[src/rtl/elevator_ctrl_pkg.sv]
// Shared types, direction constants and request-scan helpers for the elevator controller.
// Helpers scan a pending vector zero-extended to MAX_FLOORS bits.
package elevator_pkg;

    typedef enum logic [1:0] {
        IDLE,
        MOVE,
        DOOR
    } elev_state_t;

    localparam logic DIR_UP = 1'b1;
    localparam logic DIR_DN = 1'b0;

    localparam int unsigned MAX_FLOORS = 64;

    function automatic logic any_above(input logic [MAX_FLOORS-1:0] pending,
                                       input int unsigned floor);
        return (pending >> (floor + 1)) != '0;
    endfunction

    function automatic logic any_below(input logic [MAX_FLOORS-1:0] pending,
                                       input int unsigned floor);
        logic [MAX_FLOORS-1:0] mask;
        mask = (MAX_FLOORS'(1) << floor) - MAX_FLOORS'(1);
        return (pending & mask) != '0;
    endfunction

endpackage

[src/rtl/elevator_ctrl_if.sv]
// Call-button / car-status bundle between the request synchroniser and the elevator controller.
// ELEVATOR_ESTOP_EN adds the emergency-stop input.
interface elevator_ctrl_if #(
    parameter int unsigned FLOORS = 8
);
    localparam int unsigned FW = (FLOORS > 1) ? $clog2(FLOORS) : 1;

    logic [FLOORS-1:0] req;
    logic [FW-1:0]     floor;
    logic              dir;
    logic              moving;
    logic              door_open;
    logic [FLOORS-1:0] pending;
`ifdef ELEVATOR_ESTOP_EN
    logic              estop;
`endif

`ifdef ELEVATOR_ESTOP_EN
    modport master (
        input  req, estop,
        output floor, dir, moving, door_open, pending
    );

    modport slave (
        output req, estop,
        input  floor, dir, moving, door_open, pending
    );
`else
    modport master (
        input  req,
        output floor, dir, moving, door_open, pending
    );

    modport slave (
        output req,
        input  floor, dir, moving, door_open, pending
    );
`endif

endinterface

[src/rtl/elev_timer.sv]
// Wrapping cycle counter: counts 0..CYCLES-1, done flags the last count.
// start forces zero and has priority over hold.
module elev_timer #(
    parameter int unsigned CYCLES = 16
) (
    input  logic clk,
    input  logic rst,
    input  logic start,
    input  logic hold,
    output logic done
);
    localparam int unsigned CW = (CYCLES > 1) ? $clog2(CYCLES) : 1;

    logic [CW-1:0] count_q;

    assign done = (count_q == CW'(CYCLES - 1));

    always_ff @(posedge clk or posedge rst) begin
        if (rst) begin
            count_q <= '0;
        end else if (start) begin
            count_q <= '0;
        end else if (!hold) begin
            if (done) begin
                count_q <= '0;
            end else begin
                count_q <= count_q + CW'(1);
            end
        end
    end

endmodule

[src/rtl/elevator_ctrl.sv]
// Collective elevator car controller: latches calls, keeps direction while calls lie ahead,
// steps one floor per MOVE_CYCLES and holds the door DOOR_CYCLES. ELEVATOR_ESTOP_EN adds estop.
module elevator_ctrl
    import elevator_pkg::*;
#(
    parameter int unsigned FLOORS      = 8,
    parameter int unsigned MOVE_CYCLES = 16,
    parameter int unsigned DOOR_CYCLES = 32
) (
    input logic            clk,
    input logic            rst,
    elevator_ctrl_if.master bus
);
    localparam int unsigned FW = (FLOORS > 1) ? $clog2(FLOORS) : 1;

    elev_state_t       state_q, state_d;
    logic [FW-1:0]     floor_q, floor_d, step_floor;
    logic              dir_q, dir_d;
    logic [FLOORS-1:0] pend_q, clr;
    logic              moving_q, door_q;
    logic              freeze;
    logic              above, below, beyond;
    logic              mv_start, mv_done;
    logic              dr_start, dr_done;

`ifdef ELEVATOR_ESTOP_EN
    assign freeze = bus.estop;
`else
    assign freeze = 1'b0;
`endif

    assign above = any_above(MAX_FLOORS'(pend_q), 32'(floor_q));
    assign below = any_below(MAX_FLOORS'(pend_q), 32'(floor_q));

    // Saturate at the shaft ends even though direction logic never asks to leave them.
    always_comb begin
        if (dir_q == DIR_UP) begin
            step_floor = (floor_q == FW'(FLOORS - 1)) ? floor_q : floor_q + FW'(1);
        end else begin
            step_floor = (floor_q == '0) ? floor_q : floor_q - FW'(1);
        end
    end

    assign beyond = (dir_q == DIR_UP) ? any_above(MAX_FLOORS'(pend_q), 32'(step_floor))
                                      : any_below(MAX_FLOORS'(pend_q), 32'(step_floor));

    always_comb begin
        state_d  = state_q;
        floor_d  = floor_q;
        dir_d    = dir_q;
        clr      = '0;
        mv_start = 1'b0;
        dr_start = 1'b0;
        if (!freeze) begin
            unique case (state_q)
                IDLE: begin
                    if (pend_q[floor_q]) begin
                        state_d        = DOOR;
                        clr[floor_q]   = 1'b1;
                        dr_start       = 1'b1;
                    end else if (above || below) begin
                        if (dir_q == DIR_UP) begin
                            dir_d = above ? DIR_UP : DIR_DN;
                        end else begin
                            dir_d = below ? DIR_DN : DIR_UP;
                        end
                        state_d  = MOVE;
                        mv_start = 1'b1;
                    end
                end
                MOVE: begin
                    if (mv_done) begin
                        floor_d = step_floor;
                        if (pend_q[step_floor]) begin
                            state_d         = DOOR;
                            clr[step_floor] = 1'b1;
                            dr_start        = 1'b1;
                        end else if (!beyond) begin
                            state_d = IDLE;
                        end
                    end
                end
                DOOR: begin
                    // A fresh call at this floor re-arms the door instead of queueing a revisit.
                    if (pend_q[floor_q]) begin
                        clr[floor_q] = 1'b1;
                        dr_start     = 1'b1;
                    end else if (dr_done) begin
                        state_d = IDLE;
                    end
                end
                default: state_d = IDLE;
            endcase
        end
    end

    elev_timer #(
        .CYCLES(MOVE_CYCLES)
    ) u_move_timer (
        .clk  (clk),
        .rst  (rst),
        .start(mv_start),
        .hold (freeze || (state_q != MOVE)),
        .done (mv_done)
    );

    elev_timer #(
        .CYCLES(DOOR_CYCLES)
    ) u_door_timer (
        .clk  (clk),
        .rst  (rst),
        .start(dr_start),
        .hold (freeze || (state_q != DOOR)),
        .done (dr_done)
    );

    always_ff @(posedge clk or posedge rst) begin
        if (rst) begin
            state_q  <= IDLE;
            floor_q  <= '0;
            dir_q    <= DIR_UP;
            pend_q   <= '0;
            moving_q <= 1'b0;
            door_q   <= 1'b0;
        end else begin
            state_q  <= state_d;
            floor_q  <= floor_d;
            dir_q    <= dir_d;
            pend_q   <= (pend_q | bus.req) & ~clr;
            moving_q <= (state_d == MOVE);
            door_q   <= (state_d == DOOR);
        end
    end

    assign bus.floor     = floor_q;
    assign bus.dir       = dir_q;
    assign bus.moving    = moving_q;
    assign bus.door_open = door_q;
    assign bus.pending   = pend_q;

endmodule

[src/flat_wrapper.sv]
// flat-port wrapper written by rule: the top's interface ports become plain ports
module elevator_ctrl_flat import elevator_pkg::*;
#(
    parameter int unsigned FLOORS      = 8,
    parameter int unsigned MOVE_CYCLES = 16,
    parameter int unsigned DOOR_CYCLES = 32
)
  (clk, rst, bus_req, bus_floor, bus_dir, bus_moving, bus_door_open, bus_pending);
  elevator_ctrl_if #(.FLOORS(FLOORS)) bus_i ();
  input logic clk;
  input logic rst;
  input wire logic [$bits(bus_i.req)-1:0] bus_req;
  output wire logic [$bits(bus_i.floor)-1:0] bus_floor;
  output wire logic [$bits(bus_i.dir)-1:0] bus_dir;
  output wire logic [$bits(bus_i.moving)-1:0] bus_moving;
  output wire logic [$bits(bus_i.door_open)-1:0] bus_door_open;
  output wire logic [$bits(bus_i.pending)-1:0] bus_pending;
  assign bus_i.req = bus_req;
  assign bus_floor = bus_i.floor;
  assign bus_dir = bus_i.dir;
  assign bus_moving = bus_i.moving;
  assign bus_door_open = bus_i.door_open;
  assign bus_pending = bus_i.pending;
  elevator_ctrl #(.FLOORS(FLOORS), .MOVE_CYCLES(MOVE_CYCLES), .DOOR_CYCLES(DOOR_CYCLES)) u_core (.clk(clk), .rst(rst), .bus(bus_i));
endmodule
[config.mk]
export PLATFORM = sky130hd
export DESIGN_NAME = elevator_ctrl_flat
export DESIGN_NICKNAME = d
export VERILOG_FILES = /design/src/rtl/elevator_ctrl_pkg.sv /design/src/rtl/elevator_ctrl_if.sv /design/src/rtl/elev_timer.sv /design/src/rtl/elevator_ctrl.sv /design/src/flat_wrapper.sv
export SDC_FILE = /design/constraint.sdc
export NUM_CORES = 1
export LEC_CHECK = 0
export CORE_UTILIZATION = 58
export DETAILED_ROUTE_END_ITERATION = 10
export GPL_TIMING_DRIVEN = 0
export PLACE_DENSITY = 0.91
export SLEW_MARGIN = 20
export SYNTH_ARGS = -nofsm -noshare
export SYNTH_HDL_FRONTEND = slang
export SYNTH_SLANG_ARGS = --single-unit
[constraint.sdc]
create_clock -name clk -period 8.05 [get_ports clk]
set_clock_uncertainty 0.1 [all_clocks]
set_input_delay 2.415 -clock clk [delete_from_list [all_inputs] [get_ports clk]]
set_output_delay 2.415 -clock clk [all_outputs]
set_load 0.05 [all_outputs]
==> impl_metrics.env, run 1 <==
export IMPL_nets_in_the_synthesized_netlist=273
export IMPL_synth_edf_count=0
export IMPL_grt_antenna_before_repair=0
export IMPL_die_h_um=62.3
export IMPL_ys_async_sr_fraction_pct=100
export IMPL_grt_usage_pct=27.7
export IMPL_timing_final_crit_share_pct=52.7
export IMPL_finalInstanceArea_um2=2420
export IMPL_wire_length_per_cell_um=15.6
export IMPL_grt_max_degree=26
export IMPL_critical_path_arrival_ns=1.73
export IMPL_first_iter_violations=187
export IMPL_critPathMaxStageDelay_ns=0.86
export IMPL_worst_skew_pair_late_latency_ns=0.32
export IMPL_intPower_mw=0.215
export IMPL_p_comb_share_pct=34.2
export IMPL_vdd_drop_max_v=0.000123
export IMPL_number_of_distinct_library_cell_variants_in_the_gate_level_netlist_after_synthesis=60
export IMPL_cell_chain_of_the_critical_path="clkdlybuf4s50_1"
export IMPL_num_nets_final=301
export IMPL_floorplan_initialDensity_pct=61.7
export IMPL_total_leakage_power_nw=1.01
export IMPL_clkTransAtPathRegs_ns=0.12
export IMPL_start_kind="flop"
export IMPL_power_density_nw_per_um2=141
export IMPL_ant_nets=0
export IMPL_timing_fmax_mhz=236
export IMPL_max_clock_path_buffers=2
export IMPL_rsz0062_at_grt="false"
export IMPL_worstPathRequired_ns=5.54
export IMPL_diodes=0
export IMPL_grt_pass1_wl_mm=8.60
export IMPL_min_delay_path_class="reg2reg"
export IMPL_drive_above_1_share_pct=10.0
export IMPL_floorplan_io_pins=24
export IMPL_tritoncts="built"
export IMPL_row_count=21
export IMPL_via_per_inst=6.42
export IMPL_pre_cts_slack_ns=4.07
export IMPL_dp_hpwl_mm=3.72
export IMPL_port_buffers=23
export IMPL_switching_share_pct=37.3
export IMPL_grt_ovfl_total=0
export IMPL_period_minus_slack_ns=4.24
export IMPL_synth_cells=253
export IMPL_cp_top_family="buffers and inverters"
export IMPL_die_width_um=62.3
export IMPL_avgSynthCellArea_um2=8.33
export IMPL_finalHoldViolCount=0
export IMPL_drt_pass1_iterations=7
export IMPL_setup_ws_ns=3.81
export IMPL_finalSetupViolations=0
export IMPL_cts_htree_levels=1
export IMPL_placed_cell_area_um2=2400
export IMPL_timing_critical_path_buf_inv=1
export IMPL_yosys_most_used_dff="dfrtp_1"
export IMPL_relSlewSlack_pct=40.0
export IMPL_wl_mm=5.10
export IMPL_yosysWarningCount=0
export IMPL_postSynthRegisterBits=25
export IMPL_critical_path_slowest_cell="clkdlybuf4s50_1"
export IMPL_total_die_area_um2=3880
export IMPL_fin_tns_setup_ns=0
export IMPL_post_cts_repair_setup_buffers=0
export IMPL_grt_pass1_vias=1854
export IMPL_tightestPinTransition_ns=0.899
export IMPL_finalWeightedCongestion=0.905
export IMPL_mapped_area_um2=2110
export IMPL_sequential_fraction_of_the_synthesis_area_pct=29.7
export IMPL_clock_power_share_pct=15.9
export IMPL_layout_area_overhead_vs_synth_pct=14.9
export IMPL_endpoint_kind="primary output"
export IMPL_dr_total_vias=2093
export IMPL_core_area_um2=3420
export IMPL_postCtsHoldBufs=0
export IMPL_outcome="finished clean"
export IMPL_cts_resized=0
export IMPL_root_buffer="clkbuf_4"
export IMPL_cap_viol_max_count=0
export IMPL_kind_of_critical_path="reg2out"
export IMPL_route_detailed_drc=0
export IMPL_critPathMaxFanout=8
export IMPL_max_slew_violation_total_from_the_final_report=0
export IMPL_net_switching_power_mw=0.128
export IMPL_clkSinkCount=25
export IMPL_seq_power_share_pct=49.8
export IMPL_cts_buf_count=3
state kept, by name (all words and copies together), names as in the netlist:
register                     flops
u_core.bus.moving                1
u_core.bus.door_open             1
u_core.u_door_timer.count_q      5
u_core.bus.pending               8
u_core.state_q                   2
u_core.u_move_timer.count_q      4
u_core.bus.floor                 3
u_core.bus.dir                   1
logic make-up after synthesis:
logic type	after synthesis	synth area share, %
AO/OA/AOI/OAI	83	27.8
adder cells (fa/ha/maj)	10	5.93
flip-flops	25	29.7
XOR/XNOR	4	1.66
AND/OR/NAND/NOR	93	22.9
multiplexers	9	4.99
buffers and inverters	29	7.00
metal layers:
| layer | GRT usage [%] | wire length (um) | vias up | part of all wire (%) |
|---|---|---|---|---|
| met1 | 40.6 | 2270 | 955 | 45 |
| met2 | 42.2 | 2260 | 130 | 44 |
| met5 | 0 | 0 | - | 0 |
| met3 | 4.41 | 482 | 20 | 9.4 |
| met4 | 8.14 | 89 | 0 | 1.7 |
| li1 | - | - | 988 | - |
cell usage after synthesis (all sizes together), types with 2 or more instances:
master	n	area [um2]
a31oi	6	37.5
o211ai	3	27.5
o311ai	3	41.3
dfrtp	24	601
nand4	4	25.0
or2	2	12.5
nor2	22	82.6
mux2	2	22.5
a21oi	23	115
nand3	9	45.0
o21ai	19	95.1
mux2i	6	60.1
a221oi	6	52.6
a2111oi	3	45.1
and2	3	18.8
or3	2	17.5
buf	10	76.3
o21a	3	22.5
inv	10	37.5
and3	10	67.6
xnor2	3	26.3
nand2b	7	43.8
nor3	4	20.0
a21o	3	22.5
nand2	23	88.8
nor2b	2	12.5
clkbuf	9	33.8
ha	10	125
area by class of cell:
class	instances	area [um2]
well taps	46	57.6
flip-flops and latches	25	627
inverters	10	37.5
fillers	289	993
repair buffers	23	230
clock buffers	4	26.3
plain buffers	19	110
multi-input cells	199	1330
cells in the final DEF, fill, tap and decap left out, types with 2 or more instances in the layout:
cell and instances:
a221oi_1 6, nand2_1 22, mux2_2 2, a2111oi_0 2, a21oi_1 23, nor3_1 4, nor2b_1 2, and3_1 9
a31oi_1 6, nand3_1 9, o21a_1 3, clkbuf_1 10, dfrtp_1 24, nand4_1 4, buf_6 4, xnor2_1 3
o311ai_2 2, clkbuf_4 3, or2_1 2, inv_1 10, a21o_1 3, o211ai_1 2, ha_1 10, and2_1 3
clkdlybuf4s50_1 23, nor2_1 22, o21ai_1 2, nand2b_1 7, buf_2 4, mux2i_1 6, o21ai_0 17
power by group through the flow:
| stage | Sequential [mW] | Clock, mW | Combinational (mW) |
|---|---|---|---|
| floorplan | 0.185 | 0 | 0.0694 |
| global placement | 0.171 | 0 | 0.114 |
| detailed placement | 0.172 | 0 | 0.117 |
| CTS | 0.170 | 0.0552 | 0.118 |
| global route | 0.173 | 0.0585 | 0.133 |
| finish | 0.171 | 0.0546 | 0.117 |
worst paths after layout:
check | from | end | slack (ns) | cells after the start
min reg2reg | u_core.u_move_timer.count_q[3]$_DFFE_PP0P_ | u_core.u_move_timer.count_q[3]$_DFFE_PP0P_ | 0.40 | 1
max reg2reg | u_core.bus.floor[0]$_DFFE_PP0P_ | u_core.bus.moving$_DFF_PP0_ | 3.96 | 15
min | u_core.u_move_timer.count_q[3]$_DFFE_PP0P_ | u_core.u_move_timer.count_q[3]$_DFFE_PP0P_ | 0.40 | 1
max | u_core.bus.pending[1]$_DFF_PP0_ | bus_pending[1] | 3.81 | 1
min in group asynchronous | rst | u_core.u_door_timer.count_q[2]$_DFFE_PP0P_ | 2.48 | 2
max in group asynchronous | rst | u_core.bus.pending[0]$_DFF_PP0_ | 4.83 | 2
through the flow:
stage / utilization (%) / power [mW] / cells / hold WS (ns)
after floorplan: - / 0.255 / 253 / 0.357
after global placement: 70.1 / 0.285 / 322 / 0.381
after detailed placement: 70.1 / 0.289 / 322 / 0.392
after CTS: 70.9 / 0.343 / 326 / 0.406
after global routing: 70.9 / 0.364 / 326 / 0.420
final: 70.9 / 0.343 / 326 / 0.404
No activity file was read; power rests on OpenSTA's default activity.
==> run 2: changes to the inputs <==
CORE_UTILIZATION = 51   (was 58)
PLACE_DENSITY = 0.85   (was 0.91)
clock period = 3.45 ns   (was 8.05 ns; I/O delays follow)
==> run 2 against run 1 <==
Net effect:
- count of clock-buffer cells in the layout did not move
- cell count up 2.1%
- global-route usage decreased by 2.4 points
- via count is 0.67% lower
- critical endpoint is now u_core.bus.moving$_DFF_PP0_
==> impl_metrics.env, run 2 (synthesized netlist as in run 1, its figures left out) <==
export IMPL_grt_max_degree=26
export IMPL_nFillCells=328
export IMPL_min_delay_path_class="reg2reg"
export IMPL_die_width_um=66.3
export IMPL_row_count=23
export IMPL_power_density_nw_per_um2=334
export IMPL_worstSetupStartpoint="u_core.bus.floor[0]$_DFFE_PP0P_"
export IMPL_critical_path_arrival_ns=3.30
export IMPL_total_leakage_power_nw=1.05
export IMPL_rsz0062_at_grt="false"
export IMPL_crit_end="u_core.bus.moving$_DFF_PP0_"
export IMPL_wire_length_per_cell_um=15.7
export IMPL_r2r_setup_slk_ns=0.17
export IMPL_worstReg2RegStart="u_core.bus.floor[0]$_DFFE_PP0P_"
export IMPL_dp_hpwl_mm=3.74
export IMPL_dr_total_vias=2079
export IMPL_grt_pass1_vias=1837
export IMPL_outcome="finished clean"
export IMPL_critPathMaxFanout=10
export IMPL_grt_pass1_wl_mm=8.56
export IMPL_endpoint_kind="flop"
export IMPL_dp_cells=326
export IMPL_num_nets_final=304
export IMPL_core_area_um2=3970
export IMPL_cap_viol_max_count=0
export IMPL_wl_mm=5.23
export IMPL_relSlewSlack_pct=39.1
export IMPL_port_buffers=23
export IMPL_grt_ovfl_total=0
export IMPL_drt_pass1_iterations=5
export IMPL_fin_tns_setup_ns=0
export IMPL_tritoncts="built"
export IMPL_final_common_cell="clkdlybuf4s50_1"
export IMPL_critical_path_slowest_cell="dfrtp_2"
export IMPL_root_buffer="clkbuf_8"
export IMPL_finalWeightedCongestion=0.936
export IMPL_max_clock_path_buffers=2
export IMPL_timing_final_crit_share_pct=95.0
export IMPL_tightestPinTransition_ns=0.912
export IMPL_hold_path_startpoint="u_core.u_move_timer.count_q[3]$_DFFE_PP0P_"
export IMPL_timing_rr_end="u_core.bus.moving$_DFF_PP0_"
export IMPL_ant_nets=0
export IMPL_kind_of_critical_path="reg2reg"
export IMPL_first_iter_violations=305
export IMPL_postCtsHoldBufs=0
export IMPL_route_detailed_drc=0
export IMPL_floorplan_initialDensity_pct=53.1
export IMPL_cts_buf_count=3
export IMPL_via_per_inst=6.24
export IMPL_cell_chain_of_the_critical_path="clkbuf_8 > inv_4 > ha_1 > buf_4 > nor3b_4 > or3_4 > nand2_2 > buf_6 > nor2_4 > nand2_1 > ha_2 > inv_1 > a21oi_1 > o221ai_1 > a211o_1 > o22ai_4 > o311ai_4"
export IMPL_timing_fmax_mhz=305
export IMPL_finalHoldViolCount=0
export IMPL_finalSetupViolations=0
export IMPL_layout_area_overhead_vs_synth_pct=20.7
export IMPL_cts_htree_levels=1
export IMPL_mostFrequentLayoutCells="clkdlybuf4s50_1 (23), a21oi_1 (22), dfrtp_1 (22), nor2_1 (21), nand2_1 (21)"
export IMPL_post_layout_nonfiller_instances=333
export IMPL_largest_reg_flops=8
export IMPL_clkSinkCount=25
export IMPL_grt_usage_pct=25.3
export IMPL_start_kind="flop"
export IMPL_worstPathRequired_ns=3.47
export IMPL_clkTransAtPathRegs_ns=0.08
export IMPL_floorplan_io_pins=24
export IMPL_grt_antenna_before_repair=0
export IMPL_period_minus_slack_ns=3.28
export IMPL_drive_above_1_share_pct=14.8
export IMPL_ff2ff_path_depth=17
export IMPL_die_h_um=66.3
export IMPL_worst_skew_pair_late_latency_ns=0.27
export IMPL_placed_cell_area_um2=2400
export IMPL_vdd_drop_max_v=0.000420
export IMPL_critPathMaxStageDelay_ns=0.41
export IMPL_diodes=0
export IMPL_whs_ns=0.390
export IMPL_total_die_area_um2=4400
export IMPL_finalInstanceArea_um2=2540
export IMPL_max_slew_violation_total_from_the_final_report=0
## run 2: changes by cell type in the layout (fill, tap and decap cells not counted), sizes merged
| cell | delta |
|---|---|
| buf | +3 |
## run 2: critical path: cells and delay by family (launching register included)
family                     cells  cell delay (ns)
AOI/OAI and AO/OA              5             0.84
and+or+nand+nor                5             0.71
buffers and inverters          5             0.61
adders and majority gates      2             0.44
DFF                            1             0.41
## run 2: repair_timing
item | 4_1_cts | 5_1_grt
buffers inserted | 2 | 1
endpoints found under the setup margin | 6 | 6
pin swaps | 1 | 3
resized for setup | 11 | 10
## run 2: cell type report
cell class,instances,area (um2),area share [%]
Multi-Input combinational cell,199,1390,54.5
Sequential cell,25,629,24.7
Timing Repair Buffer,26,253,9.93
Buffer,19,129,5.06
Tap cell,50,62.6,2.46
Clock buffer,4,45.0,1.77
Inverter,10,40.0,1.57
## run 2: where the power goes
group / leakage (nW) / switching (mW) / internal, mW
combinational: 0.741 / 0.162 / 0.117
sequential: 0.290 / 0.0583 / 0.342
clock: 0.0228 / 0.0889 / 0.0826
total: 1.05 / 0.310 / 0.541
## run 2: stage by stage
step	worst slack [ns]	util [%]	power, mW
floorplan	0.0249	-	0.594
global placement	-0.253	60.5	0.667
detailed placement	-0.390	60.5	0.680
CTS	0.00385	62.9	0.849
global route	0.0190	64.1	0.903
finish	0.172	64.1	0.851
## run 2: layer usage
layer	vias up	GRT usage (%)	wire (um)
met5	-	0	0
met4	0	5.85	74
met3	16	4.66	364
met2	98	41.7	2500
met1	971	34.0	2300
li1	994	-	-
## run 2: worst min-delay path by stage
stage / end / slack [ns] / depth (start not counted)
after detailed placement: u_core.u_move_timer.count_q[3]$_DFFE_PP0P_ / 0.39 / 1
final: u_core.u_move_timer.count_q[3]$_DFFE_PP0P_ / 0.39 / 1
after CTS: u_core.u_move_timer.count_q[3]$_DFFE_PP0P_ / 0.40 / 1
after global routing: u_core.u_move_timer.count_q[3]$_DFFE_PP0P_ / 0.45 / 1
after global placement: u_core.u_move_timer.count_q[3]$_DFFE_PP0P_ / 0.38 / 1
after floorplan: u_core.u_move_timer.count_q[3]$_DFFE_PP0P_ / 0.36 / 1
